File: src/rtl/rr_arbiter_if.sv
// rtl/rr_arbiter_if.sv - request/grant bundle between requesters and the arbiter
//
// Purpose: carries the N-bit request and grant vectors as one port.
// Signals:
//   REQ  N  request vector, bit i = requester i wants the resource
//   GNT  N  grant vector, one-hot or zero
// Modports:
//   master  requester side: drives REQ, observes GNT
//   slave   arbiter side: observes REQ, drives GNT
interface rr_arbiter_if #(
  parameter int N = 4
);
  logic [N-1:0] REQ;
  logic [N-1:0] GNT;

  modport master (output REQ, input GNT);
  modport slave  (input REQ, output GNT);
endinterface

File: src/rtl/rr_arbiter.sv
// rtl/rr_arbiter.sv - registered round-robin arbiter
//
// Purpose: N requesters share one resource. One registered, one-hot (or zero)
// grant per clock; the most recently granted requester drops to lowest priority.
// Ports:
//   clk    system clock, rising edge
//   rst_n  asynchronous active-low reset
//   bus    rr_arbiter_if slave modport (REQ in, GNT out)
module rr_arbiter #(
  parameter int N = 4
) (
  input  logic        clk,
  input  logic        rst_n,
  rr_arbiter_if.slave bus
);

  localparam int IW = (N > 1) ? $clog2(N) : 1;

  logic [N-1:0]  gnt_q, gnt_d;
  logic [IW-1:0] last_q, last_d;

  logic [IW-1:0] win;
  logic [IW-1:0] idx;
  logic          found;
  int            sum;

  // Circular search starting just after the last winner; offset N lands back
  // on the last winner itself so a sole continuous requester is re-granted.
  always_comb begin
    found = 1'b0;
    win   = '0;
    idx   = '0;
    sum   = 0;
    for (int off = 1; off <= N; off++) begin
      sum = (int'(last_q) + off) % N;
      idx = IW'(sum);
      if (!found && bus.REQ[idx]) begin
        found = 1'b1;
        win   = idx;
      end
    end
  end

  always_comb begin
    gnt_d  = '0;
    last_d = last_q;
    if (found) begin
      gnt_d[win] = 1'b1;
      last_d     = win;
    end
  end

  always_ff @(posedge clk or negedge rst_n) begin
    if (!rst_n) begin
      gnt_q  <= '0;
      last_q <= IW'(N - 1);
    end else begin
      gnt_q  <= gnt_d;
      last_q <= last_d;
    end
  end

  assign bus.GNT = gnt_q;

endmodule

File: src/flat_wrapper.sv
// flat-port wrapper written by rule: the top's interface ports become plain ports
module rr_arbiter_flat 
#(
  parameter int N = 4
)
  (clk, rst_n, bus_REQ, bus_GNT);
  rr_arbiter_if #(.N(N)) bus_i ();
  input  logic clk;
  input  logic rst_n;
  input wire logic [$bits(bus_i.REQ)-1:0] bus_REQ;
  output wire logic [$bits(bus_i.GNT)-1:0] bus_GNT;
  assign bus_i.REQ = bus_REQ;
  assign bus_GNT = bus_i.GNT;
  rr_arbiter #(.N(N)) u_core (.clk(clk), .rst_n(rst_n), .bus(bus_i));
endmodule
File: config.mk
export PLATFORM = sky130hd
export DESIGN_NAME = rr_arbiter_flat
export DESIGN_NICKNAME = d
export VERILOG_FILES = /design/src/rtl/rr_arbiter_if.sv /design/src/rtl/rr_arbiter.sv /design/src/flat_wrapper.sv
export SDC_FILE = /design/constraint.sdc
export NUM_CORES = 1
export LEC_CHECK = 0
export ABC_CLOCK_PERIOD_IN_PS = 1200
export CORE_AREA = 2 2 39 41
export CTS_CLUSTER_SIZE = 40
export DETAILED_ROUTE_END_ITERATION = 12
export DIE_AREA = 0 0 41 43
export PLACE_DENSITY_LB_ADDON = 0.25
export RECOVER_POWER = 100
export SKIP_LAST_GASP = 1
export SLEW_MARGIN = 25
export SYNTH_ARGS = -nofsm -noshare
export SYNTH_HDL_FRONTEND = slang
export SYNTH_SLANG_ARGS = --single-unit
File: constraint.sdc
create_clock -name clk -period 1.2 [get_ports clk]
set_clock_uncertainty 0.05 [all_clocks]
set_input_delay 0.24 -clock clk [delete_from_list [all_inputs] [get_ports clk]]
set_output_delay 0.24 -clock clk [all_outputs]
set_load 0.02 [all_outputs]
==> flow_summary_export.csv, run 1 <==
group,metric,value,unit
outcome,status,"finished, final reports clean",
placement,dp_cells,67,
routing,ant_nets,0,
timing,setup_ws,24.7,ps
clock_tree,cts_setup_buffers,0,
clock_tree,clk_latency,240,ps
timing,slew_headroom,82.1,%
finish,final_util,36.7,%
worst_hold_path,hp-class,"primary input to asynchronous set/reset pin",
timing,worst_slew_pin_slew,267,ps
pwr,peakVddDrop,0.000525,V
pwr,finalPower,1.01,mW
worst_setup_path,endpoint_kind,"output pin",
routing,wl_per_cell,10.4,microns
placement,place_ws,-155,ps
clock_tree,cts-root-buf,"clkbuf_4",
clock_tree,cts_made_buffers,3,
timing,max_freq,851,MHz
logic_synthesis,synthCells,38,
global_routing,grtUsageTotal,10.9,%
logic_synthesis,yosysSeqAreaShare,43.3,%
pwr,p_per_area,2000,nW/um^2
pwr,power.leakage,0.240,nW
routing,num_vias,331,
finish,drive_gt1_share,22.2,%
timing,rsz0062_at_grt,"true",
worst_setup_path,slowest_delay,360,ps
logic_synthesis,ys_ff_latch,6,
placement,gp_congestion,0.755,
finish,diodes,0,
finish,stdcell_area,508,sq um
worst_setup_path,r2r_end,"u_core.last_q[1]",
run,max-cap-violations,0,
pwr,swShare,36.0,%
floorplan,rows,14,
logic_synthesis,syn_nets,44,
worst_setup_path,crit_buf_inv,1,
logic_synthesis,synth_cell_types,19,
pwr,power_frac_comb,42.7,%
routing,vias_per_cell,4.73,
clock_tree,htree_levels,1,
finish,instances_no_fill,70,
clock_tree,cts.sinks,6,
floorplan,ios,10,
global_routing,grt_overflow,0,
worst_setup_path,cp_top_family,"flip-flops",
worst_setup_path,r2r-start,"u_core.last_q[0]",
timing,finalCritPeriodShare,97.9,%
global_routing,antenna_found_initial,0,
timing,hold_violations,0,
placement,io_buffers,9,
worst_setup_path,critical_path.slowest_cell,"dfrtp_1",
global_routing,grt_pass1_vias,298,
worst_setup_path,crit_start,"u_core.bus.GNT[3]",
worst_setup_path,crit_path_cell_trace,"clkdlybuf4s15_1",
routing,first_iter_violations,19,
routing,drt_wl_total,729,microns
timing,final.min_clock_period,1180,ps
routing,dr.pass1.iters,4,
routing,drc_errors,0,
timing,setup_viol,0,
global_routing,grt_pass1_wl,1310,microns
clock_tree,clk_path_buf_depth,2,
floorplan,die_y,43,microns
placement,placed_cell_area,485,sq um
floorplan,dieArea,1760,sq um
timing,final_max_slew_viol_count,0,
logic_synthesis,syn-cell-area,353,sq um
logic_synthesis,syn_avg_cell_area,9.29,sq um
finish,final_nets,62,
placement,dp_hpwl,581,microns
clock_tree,clk_pin_slew_worst_paths,50,ps
worst_setup_path,cp-start-kind,"flip-flop",
pwr,p_seq_share,39.1,%
logic_synthesis,yosysWarnings,0,
worst_setup_path,r2r_setup_slack,50,ps
clock_tree,cts_tree,"done",
finish,layout_commonest_cell,"buf_4",
pwr,intPower,0.649,mW
worst_setup_path,critPathArrivalTime,890,ps
global_routing,grt_max_degree,11,
worst_setup_path,critPathRequiredTime,910,ps
floorplan,die_w,41,microns
pwr,switching_power,0.365,mW
floorplan,core_region_area,1380,sq um
floorplan,start_util,25.5,%
worst_setup_path,crit_fanout,1,
pwr,clockPowerShare,18.2,%
worst_setup_path,rr_worst_depth,4,
worst_setup_path,worstSetupPathType,"flip-flop to output pin",
finish,area_delta_synth_final,44.0,%
layer usage:
| metal | vias up | track usage, % | wire length (microns) |
|---|---|---|---|
| met1 | 152 | 16.7 | 337 |
| met5 | - | 0 | 0 |
| met2 | 13 | 13.1 | 337 |
| met4 | 0 | 8.00 | 0 |
| met3 | 0 | 1.57 | 54 |
| li1 | 166 | - | - |
worst max path at each step:
stage	to	slack [ps]	cells past startpoint
3_3_place_gp	u_core.bus.GNT[1]	-170	4
6_report	bus_GNT[3]	20	1
3_5_place_dp	u_core.last_q[0]	-160	4
5_1_grt	u_core.bus.GNT[1]	-20	3
4_1_cts	bus_GNT[3]	-10	1
2_1_floorplan	u_core.bus.GNT[3]	110	4
power by group through the flow:
stage               clock network [mW]  logic (mW)  registers [mW]
floorplan                            0       0.335           0.372
global placement                     0       0.456           0.403
detailed placement                   0       0.456           0.400
CTS                              0.190       0.435           0.398
global route                     0.198       0.487           0.410
finish                           0.184       0.433           0.397
per-stage QoR:
step | hold WS [ps] | TNS [ps]
global placement | 452 | -820
detailed placement | 450 | -812
CTS | 194 | -14.7
finish | 254 | 0
global route | 274 | -42.4
floorplan | -106 | 0
cell families after synthesis:
kind of cell    share of synthesized area, %
simple gates                            19.2
compound gates                          28.0
flops                                   43.3
buf+inv                                 9.57
cell usage after synthesis:
cell type | n | area, sq um
nor2_1 | 2 | 7.51
buf_4 | 1 | 7.51
buf_6 | 2 | 22.5
dfrtp_1 | 4 | 100
inv_1 | 1 | 3.75
o211a_1 | 1 | 10.0
nand2_1 | 4 | 15.0
a21o_1 | 2 | 15.0
o21ai_1 | 3 | 15.0
a21oi_1 | 4 | 20.0
dfstp_2 | 2 | 52.6
a22oi_1 | 1 | 7.51
nor2b_1 | 2 | 12.5
a2bb2oi_1 | 1 | 8.76
o21a_1 | 2 | 15.0
nor3b_1 | 1 | 7.51
nand2b_1 | 3 | 18.8
o211ai_1 | 1 | 7.51
and3_1 | 1 | 6.26
repair_timing:
item,4_1_cts,5_1_grt
resized for setup,6,2
setup endpoints to repair,4,6
hold buffers,0,0
cell type report:
class / count / area, sq um
fillers: 149 / 876
well taps: 16 / 20.0
clock buffers: 3 / 22.5
inverters: 1 / 3.75
repair buffers: 16 / 143
flip-flops and latches: 6 / 153
multi-input cells: 28 / 166
sequential cells by signal (all words and copies together) (netlist names):
name	flops
u_core.bus.GNT	4
u_core.last_q	2
Power figures use the tool's default switching activity.
==> run 2: changes to the inputs <==
CAP_MARGIN = 10   (was unset)
SLEW_MARGIN = unset   (was 25)
==> results of run 2 <==
Same layout as run 1: the final DEF is identical, and so are final timing and power.
==> run 3: changes to the inputs <==
SKIP_LAST_GASP = unset   (was 1)
==> flow_summary_export.csv, run 3 (synthesized netlist as in run 1, its figures left out) <==
group,metric,value,unit
outcome,status,"finished, final reports clean",
clock_tree,cts.sinks,6,
routing,wl_per_cell,10.6,microns
finish,drive_gt1_share,22.2,%
clock_tree,clk_latency,240,ps
worst_setup_path,critical_path.slowest_cell,"dfrtp_1",
timing,hold_slack,259,ps
finish,fill_cells,151,
placement,dp_hpwl,581,microns
finish,multi_input_area,166,sq um
timing,worst_slew_pin_slew,267,ps
pwr,power.leakage,0.237,nW
timing,setup_viol,0,
timing,max_freq,861,MHz
placement,place_ws,-155,ps
pwr,swShare,36.4,%
worst_setup_path,crit_path_cell_trace,"clkdlybuf4s15_1",
routing,first_iter_violations,19,
worst_setup_path,crit_fanout,1,
routing,drc_errors,0,
floorplan,die_y,43,microns
worst_setup_path,worstSetupPathType,"flip-flop to output pin",
floorplan,ios,10,
finish,diodes,0,
worst_setup_path,endpoint_kind,"output pin",
clock_tree,htree_levels,1,
clock_tree,cts_tree,"done",
global_routing,antenna_found_initial,0,
worst_setup_path,slowest_delay,360,ps
timing,setup_ws,38.3,ps
clock_tree,cts-root-buf,"clkbuf_4",
routing,drt_wl_total,740,microns
finish,largest_reg_flops,4,
clock_tree,holdBufCountCts,0,
floorplan,die_w,41,microns
clock_tree,cts_setup_buffers,0,
routing,ant_nets,0,
pwr,switching_power,0.367,mW
routing,num_vias,323,
placement,gp_congestion,0.755,
placement,io_buffers,9,
routing,vias_per_cell,4.61,
finish,instances_no_fill,70,
floorplan,rows,14,
global_routing,grtUsageTotal,10.9,%
run,max-cap-violations,0,
finish,final_util,36.3,%
timing,final.min_clock_period,1160,ps
floorplan,start_util,25.5,%
timing,hold_violations,0,
pwr,p_per_area,2010,nW/um^2
pwr,p_seq_share,39.7,%
worst_setup_path,cp_top_family,"flip-flops",
timing,final_max_slew_viol_count,0,
finish,layout_commonest_cell,"buf_4",
finish,final_nets,62,
timing,rsz0062_at_grt,"true",
finish,final_cell_mix,"7 x buf_4, 4 x nand2_1, 4 x a21oi_1, 4 x clkdlybuf4s50_1, 4 x dfrtp_1",
global_routing,grt_overflow,0,
routing,dr.pass1.iters,4,
finish,area_delta_synth_final,42.2,%
floorplan,dieArea,1760,sq um
pwr,peakVddDrop,0.000525,V
floorplan,core_region_area,1380,sq um
pwr,power_frac_comb,42.4,%
worst_setup_path,cp-start-kind,"flip-flop",
timing,finalCritPeriodShare,96.8,%
global_routing,grt_pass1_vias,298,
clock_tree,clk_path_buf_depth,2,
worst_hold_path,hp-class,"primary input to asynchronous set/reset pin",
pwr,intPower,0.641,mW
worst_setup_path,critPathArrivalTime,870,ps
clock_tree,cts_made_buffers,3,
global_routing,grt_max_degree,11,
clock_tree,clk_pin_slew_worst_paths,40,ps
pwr,finalPower,1.01,mW
worst_setup_path,crit_buf_inv,1,
global_routing,grt_pass1_wl,1310,microns
worst_setup_path,critPathRequiredTime,910,ps
timing,slew_headroom,82.1,%
placement,dp_cells,67,
finish,ff_latch_area,153,sq um
pwr,clockPowerShare,17.9,%
[run 3: changes by cell type in the layout (fill, tap and decap cells not counted), sizes merged]
cell,before,now
clkdlybuf4s15,4,3
clkbuf,3,4
[run 3: cell type report]
cell class                      instances  share of cell area (%)
Inverter                                1                   0.748
Timing Repair Buffer                   16                    27.2
Sequential cell                         6                    30.4
Multi-Input combinational cell         28                    33.2
Tap cell                               16                    3.99
Clock buffer                            3                    4.49
[run 3: power by group through the flow]
| stage | sequential [mW] | combinational [mW] | clock (mW) |
|---|---|---|---|
| after floorplan | 0.372 | 0.335 | 0 |
| after global placement | 0.403 | 0.456 | 0 |
| after detailed placement | 0.400 | 0.456 | 0 |
| after CTS | 0.398 | 0.437 | 0.190 |
| after global routing | 0.410 | 0.479 | 0.198 |
| final | 0.400 | 0.427 | 0.180 |
[run 3: timing repair]
item                                    4_1_cts  5_1_grt
endpoints found under the setup margin        4        6
pin swaps                                     0        1
resized for setup                             7        2
[run 3: metrics by stage]
step                      TNS [ps]  cell area, sq um
after floorplan                  0               353
after global placement        -820               485
after detailed placement      -812               485
after CTS                        0               507
after global routing         -36.3               502
final                            0               502
[run 3: layer usage]
layer | up-vias | routed length (microns) | GRT usage (%)
met1 | 148 | 356 | 16.7
li1 | 165 | - | -
met4 | 0 | 0 | 8.00
met3 | 0 | 46 | 1.57
met5 | - | 0 | 0
met2 | 10 | 337 | 13.1
[run 3: worst paths after layout]
| check | start | to | slack, ps | depth (start not counted) |
|---|---|---|---|---|
| setup / recovery | u_core.bus.GNT[2] | bus_GNT[2] | 40 | 1 |
| hold / removal | rst_n | u_core.bus.GNT[3] | 260 | 1 |
| setup reg to reg | u_core.last_q[0] | u_core.last_q[1] | 40 | 4 |
| hold reg to reg | u_core.last_q[1] | u_core.last_q[1] | 540 | 1 |
| max in group asynchronous | rst_n | u_core.last_q[1] | 570 | 1 |
| min in group clk | u_core.last_q[1] | u_core.last_q[1] | 540 | 1 |
==> edit (flow settings as in run 2) <==
Reset style: synchronous (`rst_n`), changed in one clocked block. Comments in the files are not updated.
--- a/src/rtl/rr_arbiter.sv
+++ b/src/rtl/rr_arbiter.sv
@@ -50,7 +50,7 @@
     end
   end
 
-  always_ff @(posedge clk or negedge rst_n) begin
+  always_ff @(posedge clk) begin
     if (!rst_n) begin
       gnt_q  <= '0;
       last_q <= IW'(N - 1);
Function: differs if rst_n is asserted again (counterexample within 4 cycles, from zero or initial values and one cycle with rst_n low); with rst_n held inactive, the same outputs for 10 cycles.
==> edit against run 2 <==
  * The flow now finishes with violations (setup timing)
  * Core utilization is 0.18 points higher
  * Critical path depth grew 3
  * Via count down 7.9%
  * Critical path type is now flip-flop to flip-flop
  * Area after synthesis decreased by 19%
  * Wire length shrank 7.7%
  * Sequential cell count stayed put
  * Largest cell class unchanged
  * Final area is 0.49% higher
  * Maximum frequency is 5.5% lower
  * Setup slack worse by 0.069 ns
  * Count of clock-buffer cells in the layout grew 1
  * Critical endpoint is now u_core.bus.GNT[3]
  * Register-to-register slack lost 0.09 ns
Power is not compared: it rests on default switching activity, and its combinational part moved more than twofold at a synthesized area within 25%.
==> edit: results (changes against run 2) <==
- Layout cells sized above 1: 0.3962 (+0.1740)
- CP max FO: 5 (+4)
- Synth Area per Inst: 8.683 um^2 (-6.5%)
- Violation count after the first detailed-route iteration: 1 (-18)
- Total Nets Final: 60 (-3.2%)
- Pin count of the biggest net entering global routing: 8 (-3)
- Violated checks: setup timing
- Top cells by area, synth: sky130_fd_sc_hd__dfxtp_1 42%, sky130_fd_sc_hd__nand2b_1 6.6%, sky130_fd_sc_hd__a21oi_1 5.2%
- Number of search-and-repair iterations in the first detailed-routing pass: 2 (-2)
- Synthesized net count: 39 (-11%)
- Ranking of synthesized cells by instance count: 6 x sky130_fd_sc_hd__dfxtp_1, 3 x sky130_fd_sc_hd__a21oi_1, 3 x sky130_fd_sc_hd__nand2_1, 3 x sky130_fd_sc_hd__nand2b_1
- Sequential-to-total area share from yosys stat: 0.4192 (-0.01341)
- Final setup viols: 2 (+2)
- Setup slack, reg-to-reg: -0.04 ns (-0.09 ns)
- Antenna cell count: 0 (unchanged)
- Final setup margin: -0.04429 ns (-0.06899 ns)
- Post-detailed-placement cell area: 456.7 um^2 (-5.9%)
- Worst reg2reg path startpoint: u_core.last_q[1]
- Hold buffer count at cts: 0 (unchanged)
- Total global-route track usage: 0.09529 (-0.01369)
- Critical path's slowest cell: sky130_fd_sc_hd__dfxtp_4
- Longest Clk Path Bufs: 2 (unchanged)
- HPWL Detailed: 486.8 um (-16%)
- Type of element capturing the critical path: flip-flop
- Wire length of the first global-routing pass: 1097 um (-16%)
- Headroom to the max-slew limit: 0.8083 (-0.01292)
- Worst slack on hold paths: 0.3936 ns (+0.1395 ns)
- Stage delay of the slowest cell on the critical path: 0.36 ns (about the same)
- Result of the run: finished with violations
- Placed Instances: 64 (-4.5%)
- Worst R2R End: u_core.bus.GNT[3]
- Gp weighted congestion: 0.7174 (-5.0%)
- Summed negative setup slack over all endpoints: -0.08856 ns (-0.08856 ns)
- Share of the synthesized area in compound gates (AO/OA/AOI/OAI): 0.2576 (-0.02250)
- Commonest register cell after synthesis: sky130_fd_sc_hd__dfxtp_1
- Flip-flop count of the largest register after layout: 4 (unchanged)
- Post-detailed-route via-to-cell ratio: 4.420 (-6.5%)
- Worst endpoint data arrival time: 1.33 ns (+0.44 ns)
- Detail-routed net length per standard cell: 9.754 um (-6.3%)
- Delay-heaviest family, CP: compound AO/OA/AOI/OAI gates
- Post-route insts no fill: 69 (-1.4%)
## edit: changes by cell type after synthesis, moves of 2 or more
| cell | change |
|---|---|
| sky130_fd_sc_hd__nor2b_1 | -2 |
| sky130_fd_sc_hd__a21o_1 | -2 |
| sky130_fd_sc_hd__dfstp_2 | -2 |
| sky130_fd_sc_hd__dfxtp_1 | +6 |
| sky130_fd_sc_hd__o21ai_1 | -3 |
| sky130_fd_sc_hd__o21a_1 | -2 |
| sky130_fd_sc_hd__buf_6 | -2 |
| sky130_fd_sc_hd__dfrtp_1 | -4 |
## edit: cell type report
class,count,area (um^2),share of cell area
repair buffers,16,123.9,0.2426
well taps,16,20.02,0.03922
flip-flops and latches,6,125.1,0.2451
multi-input cells,25,207.7,0.4069
clock buffers,4,26.28,0.05147
inverters,2,7.507,0.01471
## edit: per-layer routing
| layer | wire length [um] | track usage | vias up | share of wire |
|---|---|---|---|---|
| li1 | - | - | 163 | - |
| met1 | 295 | 0.09936 | 139 | 0.44 |
| met2 | 364 | 0.1438 | 3 | 0.54 |
| met3 | 14 | 0.03141 | 0 | 0.021 |
| met4 | 0 | 0.08000 | 0 | 0 |
| met5 | 0 | 0 | - | 0 |
## edit: timing repair
item                       4_1_cts  5_1_grt
pin swaps                        5        5
setup endpoints to repair       10        6
resized for setup               11        9
setup buffers                    0        1
## edit: report_power, final
part	switching [mW]	internal (mW)	total, mW
logic	0.0819	0.0818	0.164
registers	0.0127	0.220	0.233
clock network	0.0770	0.126	0.203
total	0.172	0.428	0.600
## edit: logic make-up after synthesis
| group | Yosys count |
|---|---|
| compound gates | 10 |
| buf+inv | 2 |
| flops | 6 |
| simple gates | 15 |
